### src/rtl/pc_fetch_unit.sv
// Program counter and instruction-fetch handshake: memory request/ack on one side,
// a valid/ready instruction hand-off to decode on the other, plus branch/jump redirects.
module pc_fetch_unit #(
  parameter logic [31:0] RESET_PC   = 32'h0000_0000,
  parameter logic [31:0] EXC_VECTOR = 32'h0000_0080
) (
  input  logic        clk,
  input  logic        rst_n,
  input  logic [31:0] pc_plus4_i,
  input  logic        redirect_i,
  input  logic [31:0] redirect_pc_i,
  input  logic        imem_ack_i,
  input  logic [31:0] imem_rdata_i,
  input  logic        id_ready_i,
  output logic [31:0] pc_o,
  output logic        imem_req_o,
  output logic [31:0] imem_addr_o,
  output logic [31:0] instr_o,
  output logic [31:0] instr_pc_o,
  output logic        instr_valid_o,
  output logic        addr_err_o,
  output logic [31:0] fetch_count_o
);

  localparam int unsigned XLEN = 32;

  typedef enum logic [1:0] {
    S_IDLE  = 2'd0,
    S_REQ   = 2'd1,
    S_VALID = 2'd2,
    S_DRAIN = 2'd3
  } state_t;

  state_t            r_state, w_state_nxt;
  logic [XLEN-1:0]   r_pc, w_pc_nxt;
  logic [XLEN-1:0]   r_pending, w_pending_nxt;
  logic [XLEN-1:0]   r_instr, w_instr_nxt;
  logic [XLEN-1:0]   r_instr_pc, w_instr_pc_nxt;
  logic              r_valid, w_valid_nxt;
  logic              r_addr_err, w_addr_err_nxt;
  logic [XLEN-1:0]   r_fetch_count, w_fetch_count_nxt;
  logic              r_req, w_req_nxt;
  logic [XLEN-1:0]   r_addr, w_addr_nxt;
  logic              w_misaligned;
  logic [XLEN-1:0]   w_target;

  assign w_misaligned = (redirect_pc_i[1:0] != 2'b00);
  assign w_target     = w_misaligned ? EXC_VECTOR : redirect_pc_i;

  // State register and all registered outputs
  always_ff @(posedge clk or negedge rst_n) begin
    if (!rst_n) begin
      r_state       <= S_IDLE;
      r_pc          <= RESET_PC;
      r_pending     <= '0;
      r_instr       <= '0;
      r_instr_pc    <= '0;
      r_valid       <= 1'b0;
      r_addr_err    <= 1'b0;
      r_fetch_count <= '0;
      r_req         <= 1'b0;
      r_addr        <= '0;
    end else begin
      r_state       <= w_state_nxt;
      r_pc          <= w_pc_nxt;
      r_pending     <= w_pending_nxt;
      r_instr       <= w_instr_nxt;
      r_instr_pc    <= w_instr_pc_nxt;
      r_valid       <= w_valid_nxt;
      r_addr_err    <= w_addr_err_nxt;
      r_fetch_count <= w_fetch_count_nxt;
      r_req         <= w_req_nxt;
      r_addr        <= w_addr_nxt;
    end
  end

  // Next-state logic; redirect takes priority over the normal handshake
  always_comb begin
    w_state_nxt       = r_state;
    w_pc_nxt          = r_pc;
    w_pending_nxt     = r_pending;
    w_instr_nxt       = r_instr;
    w_instr_pc_nxt    = r_instr_pc;
    w_valid_nxt       = r_valid;
    w_addr_err_nxt    = 1'b0;
    w_fetch_count_nxt = r_fetch_count;

    case (r_state)
      S_IDLE: begin
        w_state_nxt = S_REQ;
        if (redirect_i) begin
          w_addr_err_nxt = w_misaligned;
          w_pc_nxt       = w_target;
        end
      end
      S_REQ: begin
        if (redirect_i) begin
          w_addr_err_nxt = w_misaligned;
          if (imem_ack_i) begin
            w_pc_nxt = w_target;
          end else begin
            w_pending_nxt = w_target;
            w_state_nxt   = S_DRAIN;
          end
        end else if (imem_ack_i) begin
          w_instr_nxt    = imem_rdata_i;
          w_instr_pc_nxt = r_pc;
          w_pc_nxt       = pc_plus4_i;
          w_valid_nxt    = 1'b1;
          w_state_nxt    = S_VALID;
        end
      end
      S_VALID: begin
        if (id_ready_i) begin
          w_fetch_count_nxt = r_fetch_count + XLEN'(1);
        end
        if (redirect_i) begin
          w_addr_err_nxt = w_misaligned;
          w_valid_nxt    = 1'b0;
          w_pc_nxt       = w_target;
          w_state_nxt    = S_REQ;
        end else if (id_ready_i) begin
          w_valid_nxt = 1'b0;
          w_state_nxt = S_REQ;
        end
      end
      S_DRAIN: begin
        // The in-flight response is consumed and thrown away
        if (redirect_i) begin
          w_addr_err_nxt = w_misaligned;
          w_pending_nxt  = w_target;
          if (imem_ack_i) begin
            w_pc_nxt    = w_target;
            w_state_nxt = S_REQ;
          end
        end else if (imem_ack_i) begin
          w_pc_nxt    = r_pending;
          w_state_nxt = S_REQ;
        end
      end
      default: w_state_nxt = S_IDLE;
    endcase

    w_req_nxt  = (w_state_nxt == S_REQ) || (w_state_nxt == S_DRAIN);
    w_addr_nxt = w_req_nxt ? w_pc_nxt : '0;
  end

  assign pc_o          = r_pc;
  assign imem_req_o    = r_req;
  assign imem_addr_o   = r_addr;
  assign instr_o       = r_instr;
  assign instr_pc_o    = r_instr_pc;
  assign instr_valid_o = r_valid;
  assign addr_err_o    = r_addr_err;
  assign fetch_count_o = r_fetch_count;

endmodule

### config.mk
export PLATFORM = sky130hd
export DESIGN_NAME = pc_fetch_unit
export DESIGN_NICKNAME = d
export VERILOG_FILES = /design/src/rtl/pc_fetch_unit.sv
export SDC_FILE = /design/constraint.sdc
export NUM_CORES = 1
export LEC_CHECK = 0
export ABC_AREA = 1
export CAP_MARGIN = 20
export CORE_MARGIN = 2
export CORE_UTILIZATION = 48
export CTS_CLUSTER_SIZE = 30
export DETAILED_ROUTE_END_ITERATION = 6
export GPL_ROUTABILITY_DRIVEN = 0
export GPL_TIMING_DRIVEN = 0
export PLACE_DENSITY = 0.9
export SKIP_CTS_REPAIR_TIMING = 1
export SLEW_MARGIN = 30
export SYNTH_ARGS = -nofsm -noshare
export SYNTH_HDL_FRONTEND = slang
export SYNTH_SLANG_ARGS = --single-unit
export TNS_END_PERCENT = 50
### constraint.sdc
create_clock -name clk -period 4.1 [get_ports clk]
set_input_delay 0.82 -clock clk [delete_from_list [all_inputs] [get_ports clk]]
set_output_delay 0.82 -clock clk [all_outputs]
set_load 0.03 [all_outputs]
---- Word-level counts from Yosys, hierarchy flattened ----
Index checks and enable logic that the tools add are counted.
W data, S select, Z words.
cells by class
  multiplexer cells ....................... 27
  bitwise gates (word level) .............. 1
  add/sub/neg operators ................... 1
  reductions and logical operators ........ 11
  equal/unequal tests ..................... 11
operators with widths
  operator                 number
  $mux W32                 11
  $pmux W32 S3             1
  $pmux W32 S2             1
  $add A32 B1 Y32 const B  1
  $mux W2                  6
  $ne A2 B2 Y1 const B     5
  $pmux W2 S4              1
  $reduce_and A4 Y1        2
  $eq A2 B2 Y1 const B     3
  $mux W1                  6
  $reduce_bool A2 Y1       3
  $eq A2 B1 Y1 const B     2
  $reduce_or A4 Y1         1
  $ne A3 B3 Y1 const B     1
  $reduce_and A3 Y1        1
  $logic_not A2 Y1         1
  $pmux W1 S2              1
  $reduce_and A2 Y1        1
  $reduce_or A2 Y1         1
  $logic_or A1 B1 Y1       1
  $not A1 Y1               1
storage, ports and cells
  output and inout port bits .............. 163
  bits of input ports ..................... 101
  flip-flop bits (word level) ............. 197
  logic and storage cells ................. 61

---- Depth between registers and ports, before layout ----
  depth in word-level cells ............... 6
  gate-level depth with buffers ........... 9
  mapped depth without buffers ............ 9

---- Worst setup path after synthesis ----
Ideal clock, no wire load.
  kind .................................... input port to flip-flop
  start point ............................. input port imem_ack_i
  end point ............................... register r_pending[21]
  slack ................................... 2161 ps
  buffers on the path ..................... 1
  arrival time ............................ 1811 ps
  cell stages on the path ................. 5
  required time ........................... 3972 ps
  library setup time ...................... 128 ps
  cells stage by stage .................... inv_1 nand2_2 a21oi_4 buf_2 mux2_1
between the ends
  cells in the longest elaborated chain, start to end .. 2
ends and longest elaborated chain
  element                      RTL line  RTL
  from (decl)                  12        input logic imem_ack_i,
  $ne A2 B2 Y1 (no line)       -
  $reduce_and A4 Y1 (no line)  -
  to (signal assigned)         66        r_pending <= w_pending_nxt;
  to (decl)                    36        logic [XLEN-1:0] r_pending, w_pending_nxt;
Every way passes these cells.
A chain may end at the register's enable or synchronous reset.

---- Final worst setup path ----
  start point ............................. input port imem_ack_i
  end point ............................... register r_addr[25], in the netlist imem_addr_o[25]
between the ends
  cells in the longest elaborated chain, start to end .. 6
  elaborated cells on any way between the ends .. 15
  classes of those cells .................. 2 x eq/ne; 12 x mux; 1 x reduce/logical
ends and longest elaborated chain
  element                                              RTL line  RTL
  $mux W2 (on tied branches)                           105, 99
  $mux W2                                              97        if (redirect_i) begin
  $pmux W2 S4                                          88        case (r_state)
  $eq A2 B1 Y1 / $eq A2 B2 Y1 (equally long branches)  144       w_req_nxt = (w_state_nxt == S_REQ) || (w_state_nxt == S_DRAIN);
  $logic_or A1 B1 Y1                                   144
  $mux W32 *                                           145       w_addr_nxt = w_req_nxt ? w_pc_nxt : '0;
  named net w_addr_nxt[25]                             43        logic [XLEN-1:0] r_addr, w_addr_nxt;
  to (signal assigned)                                 73        r_addr <= w_addr_nxt;
  to (decl)                                            43
Mark *: on every way through the listed nets, which the timed path passes. The rest lies on a longest branch.

==> flow_summary.json <==
{
  "place_ws_ns": 1.08,
  "cts_buffer_depth": 2,
  "stdcell_area_um2": 12300,
  "ys_seq_area_frac": 0.570,
  "synth.ff_latch_count": 197,
  "fmax_mhz": 379,
  "core-area_um2": 17800,
  "syn_to_final_growth_pct": 41.7,
  "dieArea_um2": 19100,
  "crit_family": "buffers and inverters",
  "path_depth": 7,
  "place_area_um2": 11600,
  "vias": 8131,
  "startpoint": "imem_ack_i",
  "cts_buffers": 17,
  "crit_fanout": 10,
  "syn-num-nets": 1135,
  "clock_latency_ns": 0.43,
  "cp_slowest_cell": "clkbuf_1",
  "antenna_cells": 0,
  "rows": 49,
  "p_leak_nw": 5.80,
  "dieWidth_um": 138,
  "antenna_found_initial": 0,
  "fin_crit_ns": 2.64,
  "fin_cells": 1559,
  "die_h_um": 138,
  "endpoint": "imem_addr_o[25]",
  "r2r_cells": 5,
  "ir_drop_mv": 0.322,
  "cp-end-kind": "flip-flop",
  "cts_sinks": 197,
  "r2r_end": "imem_addr_o[25]",
  "worst_pin_slew_ns": 0.766,
  "initial_core_util": 0.485,
  "crit_type": "input port to flip-flop",
  "finalClockSkew_ns": 0.0129,
  "syn_area_um2": 8650,
  "cts_htree_levels": 4,
  "dr.pass1.iters": 5,
  "viasPerCell": 5.22,
  "critPathMostFrequentCell": "nor2_1",
  "final_core_util": 0.687,
  "io-pin-count": 264,
  "grt_pass1_vias": 8293,
  "grt_max_degree": 89,
  "outcome": "completed",
  "yosys.area.top_type": "dfrtp_1",
  "r2r_start": "r_state[0]",
  "grt_overflow": 0,
  "track_usage": 0.281,
  "cts_tree": "yes",
  "nets": 1419,
  "placed_cells": 1527,
  "portBuffers": 263,
  "critPathBufInv": 3,
  "routed_wl_mm": 26.6,
  "first_iter_violations": 549,
  "slowest_delay_ns": 0.61,
  "avgRoutedWirePerCell_um": 17.0,
  "slew_violations": 0,
  "drc_errors": 0,
  "rsz0062_at_grt": "no",
  "p_per_area_nw_per_um2": 512,
  "synth_top_area_share": 0.570,
  "setup_violations": 0,
  "clkTransAtPathRegs_ns": 0.08,
  "crit_chain": "clkdlybuf4s50_1 > inv_1 > nor2_1 > nand2_2 > nand2_1 > clkbuf_1 > nor2_1",
  "place_hpwl_mm": 19.6,
  "maxCapViolations": 0,
  "reg2reg_setup_slack_ns": 1.99,
  "syn_inst": 1033,
  "timing.final.ws_setup_ns": 1.46,
  "ant_nets": 0,
  "syn_avg_cell_area_um2": 8.37,
  "critPathArrivalTime_ns": 2.93,
  "cts_root_buffer": "clkbuf_16",
  "ys_warn_count": 0,
  "n_fill_cell": 1336,
  "post-route-period-util": 0.644,
  "power.total_mw": 6.28,
  "drive_above_1_share": 0.0699,
  "ys_top_cells_by_area": "dfrtp_1 57%, nand2_1 16%, inv_1 4.0%",
  "cp.required_ns": 4.39,
  "grt_pass1_wl_mm": 42.5,
  "finalHoldViolations": 0,
  "slew_headroom": 0.489,
  "ys_types": 36,
  "min_path_type": "input port to asynchronous set/reset pin",
  "cp-start-kind": "input port"
}
-- Yosys cell counts, drive strengths merged --
cell       n
nand3     28
nand3b     3
clkbuf    12
nand4      9
o211ai     2
a31oi      1
buf       20
clkinv    13
a21oi     46
nor2      96
o21ai     49
a22oi     15
o21bai     2
nor3       4
nand2    374
xor2      10
xnor2      9
ha         1
inv      117
mux2       9
or2        3
o2111ai    1
o22ai     12
dfrtp    197
-- per-layer routing --
layer  track usage  vias to the layer above  share of wire
met4         0.153                        0          0.046
li1              -                     3798              -
met5             0                        -              0
met1         0.339                     3805           0.38
met3        0.0835                       85          0.095
met2         0.456                      443           0.48
-- worst min path at each step --
stage / endpoint / slack, ns / depth (start not counted)
CTS: instr_pc_o[16] / 0.30 / 1
floorplan: r_pending[21] / 0.46 / 1
global placement: instr_valid_o / 0.46 / 2
global route: instr_o[4] / 0.31 / 1
finish: instr_o[4] / 0.30 / 1
detailed placement: instr_o[21] / 0.46 / 2
-- area by class of cell --
cell class              instances  area, µm²  area share
repair buffers                265       2690       0.220
clock buffers                  19        443      0.0361
flip-flops and latches        197       4930       0.402
multi-input cells             674       3050       0.249
inverters                     130        490      0.0400
plain buffers                  32        174      0.0142
clock inverters                13        184      0.0150
well taps                     229        287      0.0234
-- worst reg2reg max path, delay by kind of cell (launching register included) --
kind,cells,cell delay (ns)
flip-flops,1,0.49
buffers and inverters,1,0.61
AND/OR/NAND/NOR,4,0.87
-- layout by cell type, fill, tap and decap left out, types with 10 or more instances in the layout --
master and count:
o21ai_1 37, nor2_1 91, xor2_1 10, clkbuf_16 17, clkbuf_1 13, inv_2 24, nand2_1 372, clkinv_1 11
clkdlybuf4s50_1 262, a22oi_1 15, o21ai_0 12, inv_1 93, o22ai_1 12, dfrtp_1 197, a21oi_1 45, nand3_1 27
-- metrics by stage --
stage	hold WS (ns)	setup TNS (ns)
global placement	0.456	-1148.56
CTS	0.299	0
finish	0.295	0
detailed placement	0.464	0
global route	0.311	0
floorplan	0.459	0
-- where the power goes --
part           leakage [nW]  total [mW]  internal (mW)  switching [mW]
Clock                 0.305        1.79           1.00           0.792
Sequential             2.54        2.49           2.28           0.210
Combinational          2.96        1.99          0.789            1.20
-- cell families after synthesis --
group,Yosys count,synth area share
and+or+nand+nor,517,0.238
buffers and inverters,162,0.0768
adders and majority gates,1,0.00145
muxes,9,0.0117
DFF,197,0.570
xor gates and xnor gates,19,0.0192
AOI/OAI and AO/OA,128,0.0832
-- state kept, by name, summed over array words and instances, names as in the netlist, 2 cells and up --
signal	count
r_pending	32
imem_addr_o	32
pc_o	32
instr_o	32
fetch_count_o	32
instr_pc_o	32
r_state	2
No activity file was read; power rests on OpenSTA's default activity.
